**src/rtl/uart_pkg.sv**
```systemverilog
// Shared definitions for the memory-mapped UART transmitter: register map,
// STATUS/CTRL bit positions, serializer states and the bit-period rule.
package uart_pkg;

    // Register offsets, selected by IEUAdr[3:2]
    localparam logic [1:0] OFS_TXDATA  = 2'd0;
    localparam logic [1:0] OFS_STATUS  = 2'd1;
    localparam logic [1:0] OFS_BAUDDIV = 2'd2;
    localparam logic [1:0] OFS_CTRL    = 2'd3;

    // STATUS bit positions
    localparam int STS_EMPTY = 0;
    localparam int STS_FULL  = 1;
    localparam int STS_BUSY  = 2;
    localparam int STS_OVF   = 3;

    // CTRL bit positions
    localparam int CTRL_IE = 0;

    typedef enum logic [1:0] {
        IDLE,
        START,
        DATA,
        STOP
    } uart_tx_state_t;

    // A divider of zero would stall the serializer, so it is treated as one cycle per bit.
    function automatic logic [15:0] bit_period(input logic [15:0] div);
        return (div == 16'd0) ? 16'd1 : div;
    endfunction

endpackage

```
**src/rtl/mmio_uart_tx_if.sv**
```systemverilog
// Data-memory port of the core as seen by a memory-mapped responder.
interface mmio_uart_tx_if;
    logic [31:0] IEUAdr;
    logic        MemEn;
    logic        WriteEn;
    logic [3:0]  WriteByteEn;
    logic [31:0] WriteData;
    logic [31:0] ReadData;

    modport master (
        output IEUAdr, MemEn, WriteEn, WriteByteEn, WriteData,
        input  ReadData
    );

    modport slave (
        input  IEUAdr, MemEn, WriteEn, WriteByteEn, WriteData,
        output ReadData
    );
endinterface

```
**src/rtl/uart_tx_fifo.sv**
```systemverilog
// Synchronous TX FIFO. Pointers carry one extra wrap bit so full and empty
// are distinguished without a separate counter. Pushes into a full FIFO and
// pops from an empty one are ignored.
module uart_tx_fifo #(
    parameter int DEPTH = 8,
    parameter int WIDTH = 8,
    localparam int AW   = $clog2(DEPTH)
) (
    input  logic             clk,
    input  logic             reset,
    input  logic             push,
    input  logic             pop,
    input  logic [WIDTH-1:0] din,
    output logic [WIDTH-1:0] dout,
    output logic             full,
    output logic             empty,
    output logic [AW:0]      count
);

    localparam logic [AW:0] DEPTH_W = (AW + 1)'(DEPTH);

    logic [WIDTH-1:0] mem [DEPTH];
    logic [AW:0]      wr_ptr_q, wr_ptr_d;
    logic [AW:0]      rd_ptr_q, rd_ptr_d;
    logic             push_ok;
    logic             pop_ok;

    assign count   = wr_ptr_q - rd_ptr_q;
    assign full    = (count == DEPTH_W);
    assign empty   = (wr_ptr_q == rd_ptr_q);
    assign push_ok = push && !full;
    assign pop_ok  = pop && !empty;
    assign dout    = mem[rd_ptr_q[AW-1:0]];

    // Advance each pointer only on an accepted operation
    always_comb begin
        // NOTE: every always_comb output gets a default first, so no path can infer a latch.
        wr_ptr_d = wr_ptr_q;
        rd_ptr_d = rd_ptr_q;
        if (push_ok) wr_ptr_d = wr_ptr_q + 1'b1;
        if (pop_ok)  rd_ptr_d = rd_ptr_q + 1'b1;
    end

    // Pointer registers
    always_ff @(posedge clk or negedge reset) begin
        // NOTE: sequential state uses non-blocking assignments so all flops update together at the edge.
        if (!reset) begin
            wr_ptr_q <= '0;
            rd_ptr_q <= '0;
        end else begin
            wr_ptr_q <= wr_ptr_d;
            rd_ptr_q <= rd_ptr_d;
        end
    end

    // Storage write port
    always_ff @(posedge clk) begin
        // NOTE: storage is deliberately not reset; emptiness is tracked by the pointers alone.
        if (push_ok) mem[wr_ptr_q[AW-1:0]] <= din;
    end

endmodule

```
**src/rtl/mmio_uart_tx.sv**
```systemverilog
// Memory-mapped 8N1 UART transmitter. Stores to TXDATA fill a FIFO that the
// serializer drains onto TxD; ReadData is combinational from registered state
// so loads complete in the same cycle.
module mmio_uart_tx
    import uart_pkg::*;
#(
    parameter logic [31:0] BASE_ADR    = 32'h1000_0000,
    parameter int          FIFO_DEPTH  = 8,
    parameter logic [15:0] DEFAULT_DIV = 16'd868
) (
    input  logic            clk,
    input  logic            reset,
    mmio_uart_tx_if.slave   bus,
    output logic            TxD,
    output logic            TxIrq
);

    localparam int AW = $clog2(FIFO_DEPTH);

    // Bus decode
    logic       sel, wr, rd, push;
    logic [1:0] ofs;

    // Register state
    logic [15:0] baud_div_q, baud_div_d;
    logic        ie_q, ie_d;
    logic        ovf_q, ovf_d;

    // Serializer state
    uart_tx_state_t state_q, state_d;
    logic           txd_q, txd_d;
    logic [7:0]     shift_q, shift_d;
    logic [2:0]     bit_cnt_q, bit_cnt_d;
    logic [15:0]    baud_cnt_q, baud_cnt_d;
    logic [15:0]    period;
    logic           bit_done;

    // FIFO connection
    logic        fifo_pop, fifo_full, fifo_empty;
    logic [7:0]  fifo_dout;
    logic [AW:0] unused_fifo_count;
    logic        unused_bus_bits;

    logic [31:0] read_data;

    assign sel  = bus.MemEn && (bus.IEUAdr[31:4] == BASE_ADR[31:4]);
    assign wr   = sel && bus.WriteEn;
    assign rd   = sel && !bus.WriteEn;
    assign ofs  = bus.IEUAdr[3:2];
    assign push = wr && (ofs == OFS_TXDATA) && bus.WriteByteEn[0];

    assign unused_bus_bits = ^{bus.IEUAdr[1:0], bus.WriteByteEn[3:2], bus.WriteData[31:16]};

    uart_tx_fifo #(
        .DEPTH (FIFO_DEPTH),
        .WIDTH (8)
    ) u_fifo (
        .clk   (clk),
        .reset (reset),
        .push  (push),
        .pop   (fifo_pop),
        .din   (bus.WriteData[7:0]),
        .dout  (fifo_dout),
        .full  (fifo_full),
        .empty (fifo_empty),
        .count (unused_fifo_count)
    );

    // Register writes: byte-lane BAUDDIV, CTRL.IE, sticky overflow with W1C
    always_comb begin
        baud_div_d = baud_div_q;
        ie_d       = ie_q;
        ovf_d      = ovf_q;
        if (wr && ofs == OFS_BAUDDIV) begin
            if (bus.WriteByteEn[0]) baud_div_d[7:0]  = bus.WriteData[7:0];
            if (bus.WriteByteEn[1]) baud_div_d[15:8] = bus.WriteData[15:8];
        end
        if (wr && ofs == OFS_CTRL && bus.WriteByteEn[0]) ie_d = bus.WriteData[CTRL_IE];
        if (wr && ofs == OFS_STATUS && bus.WriteByteEn[0] && bus.WriteData[STS_OVF]) ovf_d = 1'b0;
        // A dropped push wins over a simultaneous clear so the loss is never hidden
        if (push && fifo_full) ovf_d = 1'b1;
    end

    // Load data mux; zero whenever this block is not being read
    always_comb begin
        read_data = '0;
        if (rd) begin
            case (ofs)
                OFS_STATUS: begin
                    read_data[STS_EMPTY] = fifo_empty;
                    read_data[STS_FULL]  = fifo_full;
                    read_data[STS_BUSY]  = (state_q != IDLE);
                    read_data[STS_OVF]   = ovf_q;
                end
                OFS_BAUDDIV: read_data[15:0]    = baud_div_q;
                OFS_CTRL:    read_data[CTRL_IE] = ie_q;
                default:     read_data = '0;
            endcase
        end
    end

    assign bus.ReadData = read_data;

    assign period   = bit_period(baud_div_q);
    assign bit_done = (baud_cnt_q <= 16'd1);

    // Serializer next state: start bit, 8 data bits LSB first, stop bit, chained frames
    always_comb begin
        state_d    = state_q;
        txd_d      = txd_q;
        shift_d    = shift_q;
        bit_cnt_d  = bit_cnt_q;
        baud_cnt_d = baud_cnt_q;
        fifo_pop   = 1'b0;
        case (state_q)
            IDLE: begin
                if (!fifo_empty) begin
                    fifo_pop   = 1'b1;
                    state_d    = START;
                    txd_d      = 1'b0;
                    shift_d    = fifo_dout;
                    bit_cnt_d  = '0;
                    baud_cnt_d = period;
                end
            end
            START: begin
                if (bit_done) begin
                    state_d    = DATA;
                    txd_d      = shift_q[0];
                    shift_d    = {1'b0, shift_q[7:1]};
                    baud_cnt_d = period;
                end else begin
                    baud_cnt_d = baud_cnt_q - 16'd1;
                end
            end
            DATA: begin
                if (bit_done) begin
                    baud_cnt_d = period;
                    if (bit_cnt_q == 3'd7) begin
                        state_d = STOP;
                        txd_d   = 1'b1;
                    end else begin
                        txd_d     = shift_q[0];
                        shift_d   = {1'b0, shift_q[7:1]};
                        bit_cnt_d = bit_cnt_q + 3'd1;
                    end
                end else begin
                    baud_cnt_d = baud_cnt_q - 16'd1;
                end
            end
            STOP: begin
                if (bit_done) begin
                    if (!fifo_empty) begin
                        fifo_pop   = 1'b1;
                        state_d    = START;
                        txd_d      = 1'b0;
                        shift_d    = fifo_dout;
                        bit_cnt_d  = '0;
                        baud_cnt_d = period;
                    end else begin
                        state_d = IDLE;
                        txd_d   = 1'b1;
                    end
                end else begin
                    baud_cnt_d = baud_cnt_q - 16'd1;
                end
            end
            default: begin
                state_d = IDLE;
                txd_d   = 1'b1;
            end
        endcase
    end

    // State registers; reset returns the line to idle-high at once
    always_ff @(posedge clk or negedge reset) begin
        if (!reset) begin
            baud_div_q <= DEFAULT_DIV;
            ie_q       <= 1'b0;
            ovf_q      <= 1'b0;
            state_q    <= IDLE;
            txd_q      <= 1'b1;
            shift_q    <= '0;
            bit_cnt_q  <= '0;
            baud_cnt_q <= '0;
        end else begin
            baud_div_q <= baud_div_d;
            ie_q       <= ie_d;
            ovf_q      <= ovf_d;
            state_q    <= state_d;
            txd_q      <= txd_d;
            shift_q    <= shift_d;
            bit_cnt_q  <= bit_cnt_d;
            baud_cnt_q <= baud_cnt_d;
        end
    end

    assign TxD   = txd_q;
    assign TxIrq = ie_q && fifo_empty && (state_q == IDLE);

endmodule

```
**src/flat_wrapper.sv**
```systemverilog
// flat-port wrapper written by rule: the top's interface ports become plain ports
module mmio_uart_tx_flat import uart_pkg::*;
#(
    parameter logic [31:0] BASE_ADR    = 32'h1000_0000,
    parameter int          FIFO_DEPTH  = 8,
    parameter logic [15:0] DEFAULT_DIV = 16'd868
)
  (clk, reset, TxD, TxIrq, bus_IEUAdr, bus_MemEn, bus_WriteEn, bus_WriteByteEn, bus_WriteData, bus_ReadData);
  mmio_uart_tx_if bus_i ();
  input  logic clk;
  input  logic reset;
  output logic TxD;
  output logic TxIrq;
  input wire logic [$bits(bus_i.IEUAdr)-1:0] bus_IEUAdr;
  input wire logic [$bits(bus_i.MemEn)-1:0] bus_MemEn;
  input wire logic [$bits(bus_i.WriteEn)-1:0] bus_WriteEn;
  input wire logic [$bits(bus_i.WriteByteEn)-1:0] bus_WriteByteEn;
  input wire logic [$bits(bus_i.WriteData)-1:0] bus_WriteData;
  output wire logic [$bits(bus_i.ReadData)-1:0] bus_ReadData;
  assign bus_i.IEUAdr = bus_IEUAdr;
  assign bus_i.MemEn = bus_MemEn;
  assign bus_i.WriteEn = bus_WriteEn;
  assign bus_i.WriteByteEn = bus_WriteByteEn;
  assign bus_i.WriteData = bus_WriteData;
  assign bus_ReadData = bus_i.ReadData;
  mmio_uart_tx #(.BASE_ADR(BASE_ADR), .FIFO_DEPTH(FIFO_DEPTH), .DEFAULT_DIV(DEFAULT_DIV)) u_core (.clk(clk), .reset(reset), .bus(bus_i), .TxD(TxD), .TxIrq(TxIrq));
endmodule
```
**config.mk**
```make
export PLATFORM = sky130hd
export DESIGN_NAME = mmio_uart_tx_flat
export DESIGN_NICKNAME = d
export VERILOG_FILES = /design/src/rtl/uart_pkg.sv /design/src/rtl/mmio_uart_tx_if.sv /design/src/rtl/uart_tx_fifo.sv /design/src/rtl/mmio_uart_tx.sv /design/src/flat_wrapper.sv
export SDC_FILE = /design/constraint.sdc
export NUM_CORES = 1
export LEC_CHECK = 0
export ABC_AREA = 1
export BUFFER_PORTS_ARGS = -buffer_cell sky130_fd_sc_hd__buf_2
export CAP_MARGIN = 25
export CORE_UTILIZATION = 55
export CTS_CLUSTER_SIZE = 12
export DETAILED_ROUTE_END_ITERATION = 6
export MAX_ROUTING_LAYER = met4
export PLACE_DENSITY = 0.78
export SLEW_MARGIN = 20
export SYNTH_ARGS = -nofsm -noshare
export SYNTH_HDL_FRONTEND = slang
export SYNTH_HIERARCHICAL = 1
export SYNTH_SLANG_ARGS = --single-unit
export TNS_END_PERCENT = 5
```
**constraint.sdc**
```tcl
create_clock -name clk -period 3.9 [get_ports clk]
set_input_delay 0.78 -clock clk [delete_from_list [all_inputs] [get_ports clk]]
set_output_delay 0.78 -clock clk [all_outputs]
set_load 0.02 [all_outputs]
```
==> reports/qor.txt <==
Outcome - complete, no violations
Number of max-cap violations - 0
R2r setup slk - 1.17 ns
Antenna violations before repair - 0
GRT overflow - 0
DR iter-0 viols - 476
Dpl hpwl - 10,900 um
CTS tree - built
Post-route ant nets - 0
Chip height - 113 um
Width of the die - 113 um
Hold crit path type - in2async
Final worst slack - 0.393 ns
Post-Syn Instances - 800
Worst path arrival time - 2.73 ns
Critical path startpoint category - flip-flop
Worst reg2reg path depth - 11
FF-to-FF Start - u_core/u_fifo/rd_ptr_q[1]$_DFFE_PN0P_
Clk pin slew, worst setup/hold paths - 0.06 ns
Final period utilization - 89.9%
Hold slack - 0.406 ns
Syn Area/Cell - 8.45 um^2
Most frequent cell on the critical path - inv_1
Crit end category - primary output
Vias in the first global route - 5,428
Max incr delay on CP - 0.45 ns
Largest net degree at the start of global routing - 36
Max-slew violations - 0
Relative slew slack - 46.8%
Final non-filler cell total - 1,032
DIE AREA - 0.0127 mm^2
CTS sink cnt - 120
Placed Cells - 1,000
Max VDD drop - 412 uV
Required @ worst endpoint - 3.12 ns
PostCTS Resize Cnt - 0
RR Endpoint - u_core/u_fifo/rd_ptr_q[0]$_DFFE_PN0P_
Fin Clk Skew - 0.00924 ns
Clk root buf - clkbuf_16
Postcts setup bufs - 0
Layout Utilization - 64.6%
Final setup TNS - 0 ns
CTS H-tree lvls - 4
Max Clk Rate - 285 MHz
Hold Vio Cnt, Final - 0
Core area - 0.0120 mm^2
Worst-path maximum fanout - 7
Final Net Count - 963
Leak - 3.66 nW
Pwr dens - 395 mW/mm^2
CTS buffer count - 17
Row Count - 40
WS Path Type - reg2out
IO Port Bufs - 69
Post-Route WL - 15,600 um
Final setup violation count - 0
RSZ-0062 raised after global routing - false
Post-place setup slack - 0.849 ns
Cell chain of the critical path - inv_1, ha_1, inv_1, fa_1, or2_0, nor2_2, nand3_4, inv_1, nand2_1, a21oi_1, buf_2
Synthesis-to-layout area growth - 14.7%
Mapped Area - 0.00676 mm^2
DR vias/cell - 5.41
DRC violations left - 0
CTS Hold Buffers Added - 0
CP max stage cell - dfrtp_1
Worst-margin pin slew - 0.795 ns
Initial core utilization - 56.3%
Gr usage total - 27.6%
I/O pin count - 106
Final GP Congestion - 0.936
Clock Latency Late Sink - 0.43 ns
WL/cell - 15.1 um
Ys Warns - 6
Min Tclk post-route - 3.51 ns
Pre-antenna DRT Iters - 6
Clock tree buffer depth - 2
# diodes - 0
First-pass GRT wire length - 26,500 um
Overall via count from detail_route - 5,588
Layout cells sized above 1 - 17.9%
-- metal layers --
| metal | GRT usage (%) | routed length (um) | vias to the layer above |
|---|---|---|---|
| met5 | - | 0 | - |
| met4 | 10.7 | 299 | 0 |
| met3 | 5.36 | 905 | 27 |
| met2 | 46.5 | 7870 | 196 |
| met1 | 32.8 | 6490 | 2567 |
| li1 | - | - | 2798 |
-- cell usage in the layout (no fill, tap or decap), drive strengths merged, types with 16 or more instances in the layout --
| cell type | count |
|---|---|
| conb | 16 |
| o21ai | 68 |
| ha | 18 |
| nand4 | 22 |
| nor2 | 106 |
| nand2 | 224 |
| clkbuf | 17 |
| inv | 77 |
| buf | 82 |
| nand3 | 44 |
| o22ai | 16 |
| dfrtp | 50 |
| edfxtp | 64 |
-- power breakdown --
group / internal [W] / switching [W]
Sequential: 0.00137 / 0.0000200
Clock: 0.000903 / 0.000645
Combinational: 0.0000489 / 0.0000821
-- through the flow --
step | instance area (um^2) | power [W]
CTS | 7760 | 0.00309
finish | 7760 | 0.00307
global route | 7760 | 0.00315
detailed placement | 7180 | 0.00154
floorplan | 6820 | 0.00149
global placement | 7180 | 0.00154
-- critical path, delay by kind of cell, from the launching register on --
| family | cells | cell delay [ns] |
|---|---|---|
| adder cells (fa/ha/maj) | 2 | 0.61 |
| AND/OR/NAND/NOR | 4 | 0.59 |
| buffers and inverters | 4 | 0.50 |
| flip-flops | 1 | 0.45 |
| AO/OA/AOI/OAI | 1 | 0.17 |
-- layout make-up --
class,count,area [um^2]
fill,985,4250
tap,147,184
clock buffer,17,425
inverter,70,263
multi-input combinational,581,2960
timing repair buffer,82,443
sequential,120,3330
clock inverter,15,158
-- flip-flops by register name (all words and copies together) (netlist names), 2 cells and up --
name and cells:
u_core/baud_cnt_q 16, u_core/shift_q 8, u_core/baud_div_q 16, u_core/u_fifo/wr_ptr_q 4, u_core/bit_cnt_q 3, u_core/u_fifo/mem 64
u_core/u_fifo/rd_ptr_q 4, u_core/state_q 2
-- how the worst max path moves through the flow --
stage,from,to,slack [ns],cells after the start
2_1_floorplan,u_core/u_fifo/rd_ptr_q[2]$_DFFE_PN0P_,bus_ReadData[0],0.73,12
3_3_place_gp,u_core/u_fifo/wr_ptr_q[0]$_DFFE_PN0P_,bus_ReadData[1],0.90,11
3_5_place_dp,u_core/u_fifo/wr_ptr_q[0]$_DFFE_PN0P_,bus_ReadData[1],0.85,11
4_1_cts,u_core/u_fifo/wr_ptr_q[0]$_DFFE_PN0P_,bus_ReadData[1],0.39,11
5_1_grt,u_core/u_fifo/wr_ptr_q[0]$_DFFE_PN0P_,bus_ReadData[1],0.19,11
6_report,u_core/u_fifo/wr_ptr_q[0]$_DFFE_PN0P_,bus_ReadData[1],0.39,11
(Power assumes the default switching activity.)
